**config.mk**
```make
export PLATFORM = sky130hd
export DESIGN_NAME = id_ex_operand_stage
export DESIGN_NICKNAME = d
export VERILOG_FILES = /design/src/rtl/id_ex_operand_stage.sv
export SDC_FILE = /design/constraint.sdc
export NUM_CORES = 1
export LEC_CHECK = 0
export ABC_AREA = 1
export CORE_MARGIN = 2
export CORE_UTILIZATION = 38
export DETAILED_ROUTE_END_ITERATION = 8
export MAX_ROUTING_LAYER = met4
export PLACE_DENSITY = 0.78
export REMOVE_ABC_BUFFERS = 1
export SLEW_MARGIN = 20
export SYNTH_ARGS = -nofsm -noshare
export SYNTH_HDL_FRONTEND = slang
export SYNTH_SLANG_ARGS = --single-unit
export TNS_END_PERCENT = 100
```
**constraint.sdc**
```tcl
create_clock -name clk -period 1.15 [get_ports clk]
set_input_delay 0.2875 -clock clk [delete_from_list [all_inputs] [get_ports clk]]
set_output_delay 0.2875 -clock clk [all_outputs]
set_load 0.03 [all_outputs]
```
**src/rtl/id_ex_operand_stage.sv**
```systemverilog
// id_ex_operand_stage: ID/EX pipeline register in front of the ALU.
// Single-entry valid/ready buffer that captures decoded fields and register
// operands, resolves EX/MEM and MEM/WB forwarding, and drives SrcA/SrcB/Operation.
// Optional feature macro: ID_EX_FORWARD_EN enables load-time WB capture,
// combinational forwarding and hold refresh. When it is undefined, the stored
// register-file data is used unchanged and the hazard unit must stall.
module id_ex_operand_stage #(
  parameter int unsigned DATA_WIDTH     = 32,
  parameter int unsigned OPCODE_LENGTH  = 4,
  parameter int unsigned REG_ADDR_WIDTH = 5
) (
  input  logic                      clk,
  input  logic                      reset,
  // decode side
  input  logic                      in_valid,
  output logic                      in_ready,
  input  logic [REG_ADDR_WIDTH-1:0] in_rs1_addr,
  input  logic [REG_ADDR_WIDTH-1:0] in_rs2_addr,
  input  logic [DATA_WIDTH-1:0]     in_rs1_data,
  input  logic [DATA_WIDTH-1:0]     in_rs2_data,
  input  logic [DATA_WIDTH-1:0]     in_imm,
  input  logic [DATA_WIDTH-1:0]     in_pc,
  input  logic                      in_use_imm,
  input  logic                      in_use_pc,
  input  logic [OPCODE_LENGTH-1:0]  in_operation,
  input  logic [REG_ADDR_WIDTH-1:0] in_rd_addr,
  input  logic                      in_reg_write,
  // redirect
  input  logic                      flush,
  // forwarding sources
  input  logic                      fwd_mem_valid,
  input  logic [REG_ADDR_WIDTH-1:0] fwd_mem_rd,
  input  logic [DATA_WIDTH-1:0]     fwd_mem_data,
  input  logic                      fwd_wb_valid,
  input  logic [REG_ADDR_WIDTH-1:0] fwd_wb_rd,
  input  logic [DATA_WIDTH-1:0]     fwd_wb_data,
  // ALU side
  output logic                      out_valid,
  input  logic                      out_ready,
  output logic [DATA_WIDTH-1:0]     SrcA,
  output logic [DATA_WIDTH-1:0]     SrcB,
  output logic [OPCODE_LENGTH-1:0]  Operation,
  output logic [DATA_WIDTH-1:0]     out_rs2_data,
  output logic [REG_ADDR_WIDTH-1:0] out_rd_addr,
  output logic                      out_reg_write,
  output logic [DATA_WIDTH-1:0]     out_pc
);

  // handshake
  logic                      valid_q;
  logic                      take;
  logic                      capture;
  logic                      hold;

  // stored instruction
  logic [REG_ADDR_WIDTH-1:0] rs1_addr_q;
  logic [REG_ADDR_WIDTH-1:0] rs2_addr_q;
  logic [DATA_WIDTH-1:0]     rs1_data_q;
  logic [DATA_WIDTH-1:0]     rs2_data_q;
  logic [DATA_WIDTH-1:0]     imm_q;
  logic [DATA_WIDTH-1:0]     pc_q;
  logic                      use_imm_q;
  logic                      use_pc_q;
  logic [OPCODE_LENGTH-1:0]  operation_q;
  logic [REG_ADDR_WIDTH-1:0] rd_addr_q;
  logic                      reg_write_q;

  // forwarding results
  logic                      mem_hit_a;
  logic                      mem_hit_b;
  logic                      wb_hit_a;
  logic                      wb_hit_b;
  logic [DATA_WIDTH-1:0]     cap_rs1;
  logic [DATA_WIDTH-1:0]     cap_rs2;
  logic [DATA_WIDTH-1:0]     fwd_a;
  logic [DATA_WIDTH-1:0]     fwd_b;

  // Flush does not back-pressure decode; it only discards what is accepted.
  assign in_ready = !valid_q || out_ready;
  assign take     = in_valid && in_ready;
  assign capture  = take && !flush;
  assign hold     = valid_q && !out_ready;

  // Occupancy: flush beats load, load beats drain.
  always_ff @(posedge clk) begin
    if (reset) begin
      valid_q <= 1'b0;
    end else if (flush) begin
      valid_q <= 1'b0;
    end else if (take) begin
      valid_q <= 1'b1;
    end else if (out_ready) begin
      valid_q <= 1'b0;
    end
  end

  // Control fields and immediates: captured on accept, otherwise held.
  always_ff @(posedge clk) begin
    if (reset) begin
      rs1_addr_q  <= '0;
      rs2_addr_q  <= '0;
      imm_q       <= '0;
      pc_q        <= '0;
      use_imm_q   <= 1'b0;
      use_pc_q    <= 1'b0;
      operation_q <= '0;
      rd_addr_q   <= '0;
      reg_write_q <= 1'b0;
    end else if (capture) begin
      rs1_addr_q  <= in_rs1_addr;
      rs2_addr_q  <= in_rs2_addr;
      imm_q       <= in_imm;
      pc_q        <= in_pc;
      use_imm_q   <= in_use_imm;
      use_pc_q    <= in_use_pc;
      operation_q <= in_operation;
      rd_addr_q   <= in_rd_addr;
      reg_write_q <= in_reg_write;
    end
  end

  // Operand data: capture on accept; while stalled, latch any forwarded value
  // so it survives the producing instruction leaving the pipeline.
  always_ff @(posedge clk) begin
    if (reset) begin
      rs1_data_q <= '0;
      rs2_data_q <= '0;
    end else if (capture) begin
      rs1_data_q <= cap_rs1;
      rs2_data_q <= cap_rs2;
    end else if (hold) begin
      if (mem_hit_a || wb_hit_a) begin
        rs1_data_q <= fwd_a;
      end
      if (mem_hit_b || wb_hit_b) begin
        rs2_data_q <= fwd_b;
      end
    end
  end

`ifdef ID_EX_FORWARD_EN
  // Match detection on stored addresses and WB write-through at capture time.
  always_comb begin
    mem_hit_a = fwd_mem_valid && (fwd_mem_rd == rs1_addr_q) && (rs1_addr_q != '0);
    mem_hit_b = fwd_mem_valid && (fwd_mem_rd == rs2_addr_q) && (rs2_addr_q != '0);
    wb_hit_a  = fwd_wb_valid  && (fwd_wb_rd  == rs1_addr_q) && (rs1_addr_q != '0);
    wb_hit_b  = fwd_wb_valid  && (fwd_wb_rd  == rs2_addr_q) && (rs2_addr_q != '0);
    cap_rs1   = in_rs1_data;
    cap_rs2   = in_rs2_data;
    if (fwd_wb_valid && (fwd_wb_rd == in_rs1_addr) && (in_rs1_addr != '0)) begin
      cap_rs1 = fwd_wb_data;
    end
    if (fwd_wb_valid && (fwd_wb_rd == in_rs2_addr) && (in_rs2_addr != '0)) begin
      cap_rs2 = fwd_wb_data;
    end
  end
`else
  logic unused_fwd;
  assign unused_fwd = ^{fwd_mem_valid, fwd_mem_rd, fwd_mem_data,
                        fwd_wb_valid, fwd_wb_rd, fwd_wb_data};

  // No bypass network: register-file data is used as read.
  always_comb begin
    mem_hit_a = 1'b0;
    mem_hit_b = 1'b0;
    wb_hit_a  = 1'b0;
    wb_hit_b  = 1'b0;
    cap_rs1   = in_rs1_data;
    cap_rs2   = in_rs2_data;
  end
`endif

  // Operand select: MEM beats WB beats stored data; x0 always reads zero.
  always_comb begin
    fwd_a = rs1_data_q;
    fwd_b = rs2_data_q;
`ifdef ID_EX_FORWARD_EN
    if (wb_hit_a) begin
      fwd_a = fwd_wb_data;
    end
    if (mem_hit_a) begin
      fwd_a = fwd_mem_data;
    end
    if (wb_hit_b) begin
      fwd_b = fwd_wb_data;
    end
    if (mem_hit_b) begin
      fwd_b = fwd_mem_data;
    end
`endif
    if (rs1_addr_q == '0) begin
      fwd_a = '0;
    end
    if (rs2_addr_q == '0) begin
      fwd_b = '0;
    end
  end

  // ALU-facing outputs.
  assign out_valid     = valid_q;
  assign SrcA          = use_pc_q  ? pc_q  : fwd_a;
  assign SrcB          = use_imm_q ? imm_q : fwd_b;
  assign Operation     = operation_q;
  assign out_rs2_data  = fwd_b;
  assign out_rd_addr   = rd_addr_q;
  assign out_reg_write = reg_write_q;
  assign out_pc        = pc_q;

endmodule

```
==> results.py <==
metrics = {
    "setup_path": {
        "timing.rr.start": "out_valid$_SDFFE_PP0P_",
        "crit_type": "reg -> out",
        "end_kind": "primary output",
        "reg2reg_depth": 8,
        "crit_arrival_ps": 1620,
        "rr_endpoint": "rs2_data_q[28]$_SDFFE_PP0P_",
        "crit_path_start_kind": "flip-flop",
        "required_ps": 860,
        "cp_max_fo": 15,
        "rrSetupSlack_ps": -220,
    },
    "synthesis": {
        "synth-seq-cells": 151,
        "syn_area_sq_um": 8060,
        "synthCells": 1279,
        "synthXorXnorAreaFrac": 0,
        "synth_top_family_by_area": "simple AND/OR/NAND/NOR gates",
        "postSynthAreaPerCell_sq_um": 6.30,
        "synth-compound-area-share": 0.0937,
        "yosys_warnings": 0,
        "yosys.area_share.adder": 0,
        "synth-simple-area-share": 0.353,
        "ys_seq_area_frac": 0.375,
        "synth_top_area_cell": "dfxtp_1",
        "synthDistinctLibCells": 17,
        "synth_mux_area_frac": 0,
        "synth_top_cell_area_share": 0.375,
        "ys_top_cells_by_area": "dfxtp_1 37%, nand2_1 14%, nand3_1 13%",
    },
    "clock_tree": {
        "cts_max_path_buffers": 2,
        "clkLatencyLatePin_ps": 420,
        "cts_root_buf": "clkbuf_16",
        "cts_tree": "built",
        "cts.sink_count": 151,
        "cts_made_buffers": 17,
        "cts.clk_slew.worst_paths_ps": 70,
        "htreeDepth": 4,
    },
    "pwr": {
        "power.density_nw_per_um2": 1150,
        "power.switching_uw": 5630,
        "p_leak_uw": 0.00724,
        "ir_worst_vdd_mv": 0.998,
        "p_clk_frac": 0.355,
        "power.internal_uw": 11900,
        "seq_power_share": 0.341,
        "power.combinational.fraction": 0.304,
        "power.share.switching": 0.320,
        "power_uw": 17600,
    },
    "global_route": {
        "grt_pass1_wl_mm": 39.2,
        "grt.overflow.total": 0,
        "antenna_found_initial": 0,
        "grtUsageTotal": 0.222,
        "grt_max_degree": 60,
        "grt_pass1_vias": 8282,
    },
    "drt": {
        "avgRoutedWirePerCell_um": 17.7,
        "dr.pass1.iters": 6,
        "num_vias": 9952,
        "ant_nets": 0,
        "drtIter0Drc": 485,
        "wirelength_mm": 33.7,
        "via_per_inst": 5.23,
        "remaining_drc_errors": 0,
    },
    "floorplan": {
        "die_area_sq_um": 22400,
        "die_w_um": 150,
        "design.core.area_sq_um": 21000,
        "io_pins": 371,
        "start_util": 0.385,
        "rows": 53,
        "die_h_um": 150,
    },
    "layout": {
        "seq_area_sq_um": 3110,
        "drive_gt1_frac": 0.419,
        "final.fill_count": 1355,
        "num_antenna_cells": 0,
        "multi_input_area_sq_um": 5240,
        "final_common_cell": "nand2_1",
        "final_cell_mix": "246 x nand2_1, 182 x inv_1, 151 x clkdlybuf4s50_1",
        "final_nets": 1846,
        "areaGrowthSynthToFinish_pct": 89.0,
    },
    "timing": {
        "fin_crit_sh": 1.66,
        "whs_ps": 250,
        "maxSlewViolCount": 0,
        "min_period_ps": 1910,
        "tightest_slew_ps": 266,
        "hold_viol_final": 0,
        "clock_skew_ps": 10.7,
        "setup_ws_ps": -758,
        "max_freq_ghz": 0.524,
        "rsz0062_at_grt": "yes",
        "slew_headroom": 0.823,
        "setup_viol": 290,
    },
    "status": {
        "outcome": "finished with violations",
        "violations": "negative setup slack",
    },
    "placement": {
        "gp_congestion": 0.849,
        "place.port_buffers": 294,
        "dp_hpwl_mm": 17.0,
    },
    "min_path": {
        "hold_depth": 2,
        "holdCritStartpoint": "flush",
        "hold_end": "out_valid$_SDFFE_PP0P_",
        "worstHoldPathType": "in -> reg",
    },
    "flow_run": {
        "cap_violations": 0,
    },
}
registers in the layout (all words and copies together) (netlist names):
name and cells:
imm_q 32, out_pc 32, rs1_data_q 32, rs2_data_q 32, out_rd_addr 5, rs1_addr_q 5
rs2_addr_q 5, Operation 4, out_reg_write 1, out_valid 1, use_imm_q 1, use_pc_q 1
worst max-delay path: stages, from the launching register on:
cell	delay, ps
dfxtp_2	340
nor2_4	130
nand3_4	170
clkbuf_16	240
nand3_1	90
nand2_1	70
buf_6	140
layout make-up:
class	count	area share
clock inverters	12	0.0132
repair buffers	422	0.341
well taps	275	0.0226
inverters	189	0.0467
clock buffers	19	0.0284
multi-input cells	834	0.344
flip-flops and latches	151	0.204
synthesized netlist by cell type:
cell type / n
nand2_1: 311
buf_1: 6
buf_2: 44
buf_12: 1
nor2_1: 154
clkbuf_4: 1
nand3_1: 216
a21oi_1: 151
nor2_4: 1
buf_4: 10
inv_1: 187
nor3_1: 1
clkbuf_1: 13
inv_2: 1
clkinv_1: 1
buf_6: 30
dfxtp_1: 151
kinds of logic (layout without fill, tap and decap cells):
family | Yosys count | after routing
and+or+nand+nor | 683 | 683
buffers and inverters | 294 | 642
AOI/OAI and AO/OA | 151 | 151
DFF | 151 | 151
power by group through the flow:
stage / logic, uW / clock network, uW / registers [uW]
2_1_floorplan: 1900 / 0 / 6110
3_5_place_dp: 3870 / 0 / 5930
6_report: 5340 / 6240 / 6000
5_1_grt: 5640 / 6550 / 6030
4_1_cts: 4060 / 6260 / 5850
3_3_place_gp: 3830 / 0 / 5920
per-layer routing:
metal	vias up	routed length [um]	track usage
li1	4641	-	-
met1	4676	12700	0.277
met2	533	16900	0.364
met3	102	2670	0.0515
met4	0	1400	0.0542
met5	-	0	-
how the worst max path moves through the flow:
| stage | start | end | slack, ps | cells after the start |
|---|---|---|---|---|
| 3_5_place_dp | in_valid | rs1_data_q[27]$_SDFFE_PP0P_ | -540 | 8 |
| 6_report | rs2_addr_q[2]$_SDFFE_PP0P_ | SrcB[5] | -760 | 6 |
| 5_1_grt | rs2_addr_q[2]$_SDFFE_PP0P_ | SrcB[13] | -810 | 7 |
| 3_3_place_gp | in_valid | out_pc[29]$_SDFFE_PP0P_ | -510 | 8 |
| 4_1_cts | rs2_addr_q[2]$_SDFFE_PP0P_ | SrcB[4] | -680 | 6 |
| 2_1_floorplan | out_valid$_SDFFE_PP0P_ | Operation[0]$_SDFFE_PP0P_ | -4590 | 3 |
metrics by stage:
stage               instance area, sq um  std cells  setup slack, ps  TNS (ps)   util
floorplan                           7330       1174            -4590   -790610      -
global placement                   11300       1823             -514    -91700  0.538
detailed placement                 11300       1823             -544    -95840  0.538
CTS                                12300       1858             -680    -71200  0.589
global route                       15200       1902             -807    -97040  0.727
finish                             15200       1902             -758    -84990  0.727
timing repair:
action,4_1_cts,5_1_grt
pin swaps,4,162
gates cloned,1,36
setup buffers,3,10
gates resized for setup,127,494
endpoints found under the setup margin,283,290
hold buffers,0,0
(Power assumes the default switching activity.)
